File: src/rtl/riscv_pipe_pkg.sv
// riscv_pipe_pkg
//   Shared widths, "no operation" codes and the EX->MEM payload record used by
//   data_memory_pipe_reg and its testbench.
package riscv_pipe_pkg;

   localparam int unsigned DATA_W       = 32;  // ALU result width
   localparam int unsigned REG_ADD_W    = 5;   // rd address width
   localparam int unsigned D_CACHE_LW_W = 3;   // load-type code width
   localparam int unsigned D_CACHE_SW_W = 2;   // store-type code width
   localparam int unsigned STALL_CNT_W  = 16;  // back-pressure counter width

   localparam logic [D_CACHE_LW_W-1:0] LOAD_NONE  = '0;
   localparam logic [D_CACHE_SW_W-1:0] STORE_NONE = '0;

   typedef struct packed {
      logic [REG_ADD_W-1:0]    rd;
      logic [DATA_W-1:0]       alu;
      logic [D_CACHE_LW_W-1:0] load;
      logic [D_CACHE_SW_W-1:0] store;
      logic                    wb_sel;
      logic                    rd_we;
   } mem_stage_payload_t;

endpackage

File: src/rtl/pipe_skid_buffer.sv
// pipe_skid_buffer
//   Generic 2-slot elastic buffer: a main slot that drives the outputs and a
//   skid slot that catches the one entry accepted while the main slot is
//   blocked. in_ready comes straight from a register, so there is no
//   combinational path from out_ready to in_ready.
// Ports
//   clk, rst       clock (rising edge), asynchronous active-high reset
//   flush          synchronous: empties both slots, drops the offered entry
//   in_valid/in_ready/in_data     upstream handshake and payload
//   out_valid/out_ready/out_data  downstream handshake and payload
module pipe_skid_buffer #(
   parameter int unsigned WIDTH = 8
) (
   input  logic             clk,
   input  logic             rst,
   input  logic             flush,
   input  logic             in_valid,
   output logic             in_ready,
   input  logic [WIDTH-1:0] in_data,
   output logic             out_valid,
   input  logic             out_ready,
   output logic [WIDTH-1:0] out_data
);

   logic             main_valid;
   logic [WIDTH-1:0] main_data;
   logic             skid_valid;
   logic [WIDTH-1:0] skid_data;
   logic             accept;
   logic             drain;

   assign in_ready  = ~skid_valid;
   assign out_valid = main_valid;
   assign out_data  = main_data;
   assign accept    = in_valid & in_ready;
   assign drain     = main_valid & out_ready;

   always_ff @(posedge clk or posedge rst) begin
      if (rst) begin
         main_valid <= 1'b0;
         main_data  <= '0;
         skid_valid <= 1'b0;
         skid_data  <= '0;
      end else if (flush) begin
         // payload registers deliberately hold their contents
         main_valid <= 1'b0;
         skid_valid <= 1'b0;
      end else if (skid_valid) begin
         // skid full implies in_ready=0, so only a drain can happen here
         if (drain) begin
            main_data  <= skid_data;
            skid_valid <= 1'b0;
         end
      end else if (accept && (!main_valid || drain)) begin
         main_data  <= in_data;
         main_valid <= 1'b1;
      end else if (accept) begin
         skid_data  <= in_data;
         skid_valid <= 1'b1;
      end else if (drain) begin
         main_valid <= 1'b0;
      end
   end

endmodule

File: src/rtl/data_memory_pipe_reg.sv
// data_memory_pipe_reg
//   Elastic EX->MEM pipeline register. Packs rd address, ALU result,
//   load/store codes, write-back select and rd write enable into one payload,
//   carries it through a 2-slot skid buffer and gates the side-effecting
//   outputs (load, store, rd write) with OUT_VALID so bubbles are harmless.
// Ports
//   CLK, RST                clock (rising edge), async active-high reset
//   FLUSH                   synchronous flush, kills all held entries
//   IN_VALID / IN_READY     upstream handshake (IN_READY registered)
//   *_IN                    EX-stage payload fields
//   OUT_VALID / OUT_READY   downstream handshake towards MEM
//   *_OUT                   MEM-stage payload fields
//   STALL_COUNT             cycles with OUT_VALID=1 and OUT_READY=0, saturating
//                           (present only when DATA_MEMORY_PIPE_REG_STALL_CNT_EN
//                           is defined)
module data_memory_pipe_reg
   import riscv_pipe_pkg::*;
#(
   parameter int unsigned DATA_WIDTH       = DATA_W,
   parameter int unsigned REG_ADD_WIDTH    = REG_ADD_W,
   parameter int unsigned D_CACHE_LW_WIDTH = D_CACHE_LW_W,
   parameter int unsigned D_CACHE_SW_WIDTH = D_CACHE_SW_W,
   parameter int unsigned STALL_CNT_WIDTH  = STALL_CNT_W
) (
   input  logic                        CLK,
   input  logic                        RST,
   input  logic                        FLUSH,
   input  logic                        IN_VALID,
   output logic                        IN_READY,
   input  logic [REG_ADD_WIDTH-1:0]    RD_ADDRESS_IN,
   input  logic [DATA_WIDTH-1:0]       ALU_OUT_IN,
   input  logic [D_CACHE_LW_WIDTH-1:0] DATA_CACHE_LOAD_IN,
   input  logic [D_CACHE_SW_WIDTH-1:0] DATA_CACHE_STORE_IN,
   input  logic                        WRITE_BACK_MUX_SELECT_IN,
   input  logic                        RD_WRITE_ENABLE_IN,
   output logic                        OUT_VALID,
   input  logic                        OUT_READY,
   output logic [REG_ADD_WIDTH-1:0]    RD_ADDRESS_OUT,
   output logic [DATA_WIDTH-1:0]       ALU_OUT_OUT,
   output logic [D_CACHE_LW_WIDTH-1:0] DATA_CACHE_LOAD_OUT,
   output logic [D_CACHE_SW_WIDTH-1:0] DATA_CACHE_STORE_OUT,
   output logic                        WRITE_BACK_MUX_SELECT_OUT,
   output logic                        RD_WRITE_ENABLE_OUT
`ifdef DATA_MEMORY_PIPE_REG_STALL_CNT_EN
   ,
   output logic [STALL_CNT_WIDTH-1:0]  STALL_COUNT
`endif
);

   mem_stage_payload_t pay_in;
   mem_stage_payload_t pay_out;

   assign pay_in = '{rd:     RD_ADDRESS_IN,
                     alu:    ALU_OUT_IN,
                     load:   DATA_CACHE_LOAD_IN,
                     store:  DATA_CACHE_STORE_IN,
                     wb_sel: WRITE_BACK_MUX_SELECT_IN,
                     rd_we:  RD_WRITE_ENABLE_IN};

   pipe_skid_buffer #(
      .WIDTH ($bits(mem_stage_payload_t))
   ) u_skid (
      .clk       (CLK),
      .rst       (RST),
      .flush     (FLUSH),
      .in_valid  (IN_VALID),
      .in_ready  (IN_READY),
      .in_data   (pay_in),
      .out_valid (OUT_VALID),
      .out_ready (OUT_READY),
      .out_data  (pay_out)
   );

   assign RD_ADDRESS_OUT            = pay_out.rd;
   assign ALU_OUT_OUT               = pay_out.alu;
   assign WRITE_BACK_MUX_SELECT_OUT = pay_out.wb_sel;
   // bubbles must never load, store or write rd
   assign DATA_CACHE_LOAD_OUT  = OUT_VALID ? pay_out.load  : LOAD_NONE;
   assign DATA_CACHE_STORE_OUT = OUT_VALID ? pay_out.store : STORE_NONE;
   assign RD_WRITE_ENABLE_OUT  = OUT_VALID & pay_out.rd_we;

`ifdef DATA_MEMORY_PIPE_REG_STALL_CNT_EN
   localparam logic [STALL_CNT_WIDTH-1:0] STALL_ONE = 1;

   always_ff @(posedge CLK or posedge RST) begin
      if (RST) begin
         STALL_COUNT <= '0;
      end else if (OUT_VALID && !OUT_READY && (STALL_COUNT != '1)) begin
         STALL_COUNT <= STALL_COUNT + STALL_ONE;
      end
   end
`else
   logic unused_stall_cfg;
   assign unused_stall_cfg = (STALL_CNT_WIDTH > 0);
`endif

endmodule

File: config.mk
export PLATFORM = sky130hd
export DESIGN_NAME = data_memory_pipe_reg
export DESIGN_NICKNAME = d
export VERILOG_FILES = /design/src/rtl/riscv_pipe_pkg.sv /design/src/rtl/pipe_skid_buffer.sv /design/src/rtl/data_memory_pipe_reg.sv
export SDC_FILE = /design/constraint.sdc
export NUM_CORES = 1
export LEC_CHECK = 0
export BUFFER_PORTS_ARGS = -buffer_cell sky130_fd_sc_hd__buf_2
export CORE_ASPECT_RATIO = 2
export CORE_MARGIN = 2
export CORE_UTILIZATION = 50
export CTS_CLUSTER_SIZE = 28
export DETAILED_ROUTE_END_ITERATION = 6
export HOLD_SLACK_MARGIN = 0.08
export PLACE_DENSITY = 0.75
export RECOVER_POWER = 50
export SKIP_LAST_GASP = 1
export SLEW_MARGIN = 10
export SYNTH_ARGS = -nofsm -noshare
export SYNTH_HDL_FRONTEND = slang
export SYNTH_SLANG_ARGS = --single-unit
File: constraint.sdc
create_clock -name CLK -period 4.96 [get_ports CLK]
set_input_delay 0.992 -clock CLK [delete_from_list [all_inputs] [get_ports CLK]]
set_output_delay 0.992 -clock CLK [all_outputs]
set_load 0.02 [all_outputs]
==> impl_metrics.env <==
export IMPL_run_status="complete, but fails checks"
export IMPL_failed_checks="max-capacitance violations, max-slew violations"
export IMPL_cts_root_to_sink_buffers=2
export IMPL_synthesis_instances=290
export IMPL_numPortBuffers=94
export IMPL_clockRootBuffer="clkbuf_16"
export IMPL_relSlewSlack_pct=-57.22
export IMPL_numPlacedInstances=435
export IMPL_fin_skew_ns=0.005627
export IMPL_pre_cts_ws_ns=2.332
export IMPL_core_area_um2=8292
export IMPL_synth_largest_area_cell="dfrtp_1"
export IMPL_clock_latency_ns=0.33
export IMPL_antenna_violating_nets_left=0
export IMPL_path_clk_slew_ns=0.06
export IMPL_grt_use_total_pct=17.22
export IMPL_tightestPinTransition_ns=2.345
export IMPL_grt_remaining_overflow=0
export IMPL_mostFrequentLayoutCell="mux2_2"
export IMPL_cts_hold_repair_buffers=0
export IMPL_finalHoldViolations=0
export IMPL_detailroute_via_count=2344
export IMPL_number_of_design_rule_violations_left_after_detail_routing=0
export IMPL_synth_top_area_share_pct=52.74
export IMPL_grt_setup_unrepaired="false"
export IMPL_detail_route_vias_per_cell=5.209
export IMPL_area_growth_syn_to_layout_pct=11.46
export IMPL_critPathCaptureType="output pin"
export IMPL_cts_tree="yes"
export IMPL_synth_lib_cells_used_distinct=17
export IMPL_ys_flop_type="dfrtp_1"
export IMPL_tritoncts_num_buffers=9
export IMPL_hold_depth=1
export IMPL_global_route_wire_length_before_repair_mm=12.45
export IMPL_max_freq_mhz=377.9
export IMPL_power_after_layout_mw=2.154
export IMPL_post_cts_repair_setup_buffers=0
export IMPL_grt_antenna_before_repair=0
export IMPL_dr_pass1_iters=4
export IMPL_first_global_vias=2515
export IMPL_dieWidth_um=69.35
export IMPL_post_layout_nonfiller_instances=450
export IMPL_cts_resized_gates=0
export IMPL_drt_wl_total_mm=7.664
export IMPL_fin_crit_ns=2.646
export IMPL_synth_seq_area_share_pct=52.74
export IMPL_holdCritPathClass="reg -> reg"
export IMPL_synth_top_cells_by_area="dfrtp_1 53%, mux2_2 29%, buf_4 6.5%"
export IMPL_count_of_h_tree_levels_built_during_cts=3
export IMPL_pin_count_of_the_biggest_net_entering_global_routing=56
export IMPL_cellPowerDensity_nw_per_um2=452.6
export IMPL_drive_gt1_share_pct=53.13
export IMPL_mappedNetlistNets=339
export IMPL_setup_tns_final_ns=0
export IMPL_antennaDiodeCount=0
export IMPL_wire_per_inst_um=17.03
export IMPL_drv_max_cap_violation_count=1
export IMPL_io_pins=95
export IMPL_cp_data_required_time_ns=3.97
export IMPL_critPathLaunchType="register"
export IMPL_worst_r2r_cell_count=4
export IMPL_largest_fanout_on_the_critical_path=43
export IMPL_p_leak_nw=2.096
export IMPL_die_area_um2=9340
export IMPL_worst_hold_slack_ns=0.4812
export IMPL_synth_async_reset_ratio_pct=100.0
export IMPL_layout_cell_area_non_filler_um2=4760
export IMPL_post_route_util_pct=57.40
export IMPL_post_dp_hpwl_mm=5.102
export IMPL_dpl_cell_area_um2=4503
export IMPL_effective_utilization_at_floorplan_pct=51.50
export IMPL_final_critical_path_setup_slack_ns=2.314
export IMPL_setup_worst_path_class="reg -> out"
export IMPL_syn_avg_cell_area_um2=14.73
export IMPL_ys_warnings_count=0
export IMPL_synth_edf_count=0
export IMPL_dr_first_iter_drc_count=105
export IMPL_clock_sink_count=90
export IMPL_setup_violations_final=0
export IMPL_irDropWorstVdd_mv=0.2662
export IMPL_mostFrequentLayoutCells="109 x mux2_2, 90 x dfrtp_1, 56 x buf_2"
export IMPL_worst_endpoint_arrival_ns=1.65
export IMPL_nets=397
export IMPL_post_route_period_util_pct=53.35
export IMPL_die_height_um=134.7
export IMPL_maxSlewViolCount=56
export IMPL_globalplace_congestion=0.7269
export IMPL_rows=47
export IMPL_syn_cell_area_um2=4270
export IMPL_synth_seq_cells=90
cell usage after synthesis (2+ instances only):
cell,instances
dfrtp_1,90
buf_6,8
mux2_2,109
clkbuf_1,3
mux2_1,23
inv_1,3
buf_4,37
and2_1,6
a21oi_1,2
buf_2,2
sequential cells by signal, summed over array words and instances, names as in the netlist:
register	flops
u_skid.skid_valid	1
u_skid.out_data	44
u_skid.out_valid	1
u_skid.skid_data	44
routing by layer:
| metal | vias to the layer above | track usage, % | part of all wire [%] |
|---|---|---|---|
| met5 | - | 0 | 0 |
| met4 | 0 | 9.150 | 2.6 |
| met3 | 13 | 3.731 | 4.2 |
| met2 | 54 | 30.07 | 54 |
| met1 | 1182 | 19.48 | 40 |
| li1 | 1095 | - | - |
worst max-delay path: stages, from the launching register on:
cell and delay [ns]:
dfrtp_1 0.49, buf_4 0.55, inv_1 0.08, buf_2 0.18
worst paths after layout:
path | from | endpoint | slack (ns)
setup / recovery | u_skid.skid_valid | IN_READY | 2.31
max in group asynchronous | RST | u_skid.out_data[17] | 2.35
hold / removal | u_skid.skid_data[7] | u_skid.skid_data[7] | 0.48
min in group asynchronous | RST | u_skid.skid_data[22] | 1.28
hold reg to reg | u_skid.skid_data[7] | u_skid.skid_data[7] | 0.48
setup reg to reg | u_skid.out_valid | u_skid.out_data[39] | 2.86
layout make-up:
cell class,count,area (um2)
Clock inverter,2,35.03
Inverter,3,12.51
Tap cell,98,122.6
Sequential cell,90,2252
Timing Repair Buffer,98,452.9
Fill cell,723,3532
Multi-Input combinational cell,146,1614
Clock buffer,13,270.3
power breakdown:
| part | leakage (nW) | internal [mW] | switching (mW) |
|---|---|---|---|
| clock network | 0.152 | 0.428 | 0.261 |
| logic | 0.855 | 0.216 | 0.235 |
| registers | 1.09 | 0.921 | 0.0930 |
| total | 2.10 | 1.57 | 0.589 |
cell families after synthesis:
kind of cell | after synthesis | share of synthesized area (%)
AND/OR/NAND/NOR | 9 | 1.846
AO/OA/AOI/OAI | 5 | 1.143
multiplexers | 132 | 34.81
flip-flops | 90 | 52.74
buffers and inverters | 54 | 9.464
No activity file was read; power rests on OpenSTA's default activity.
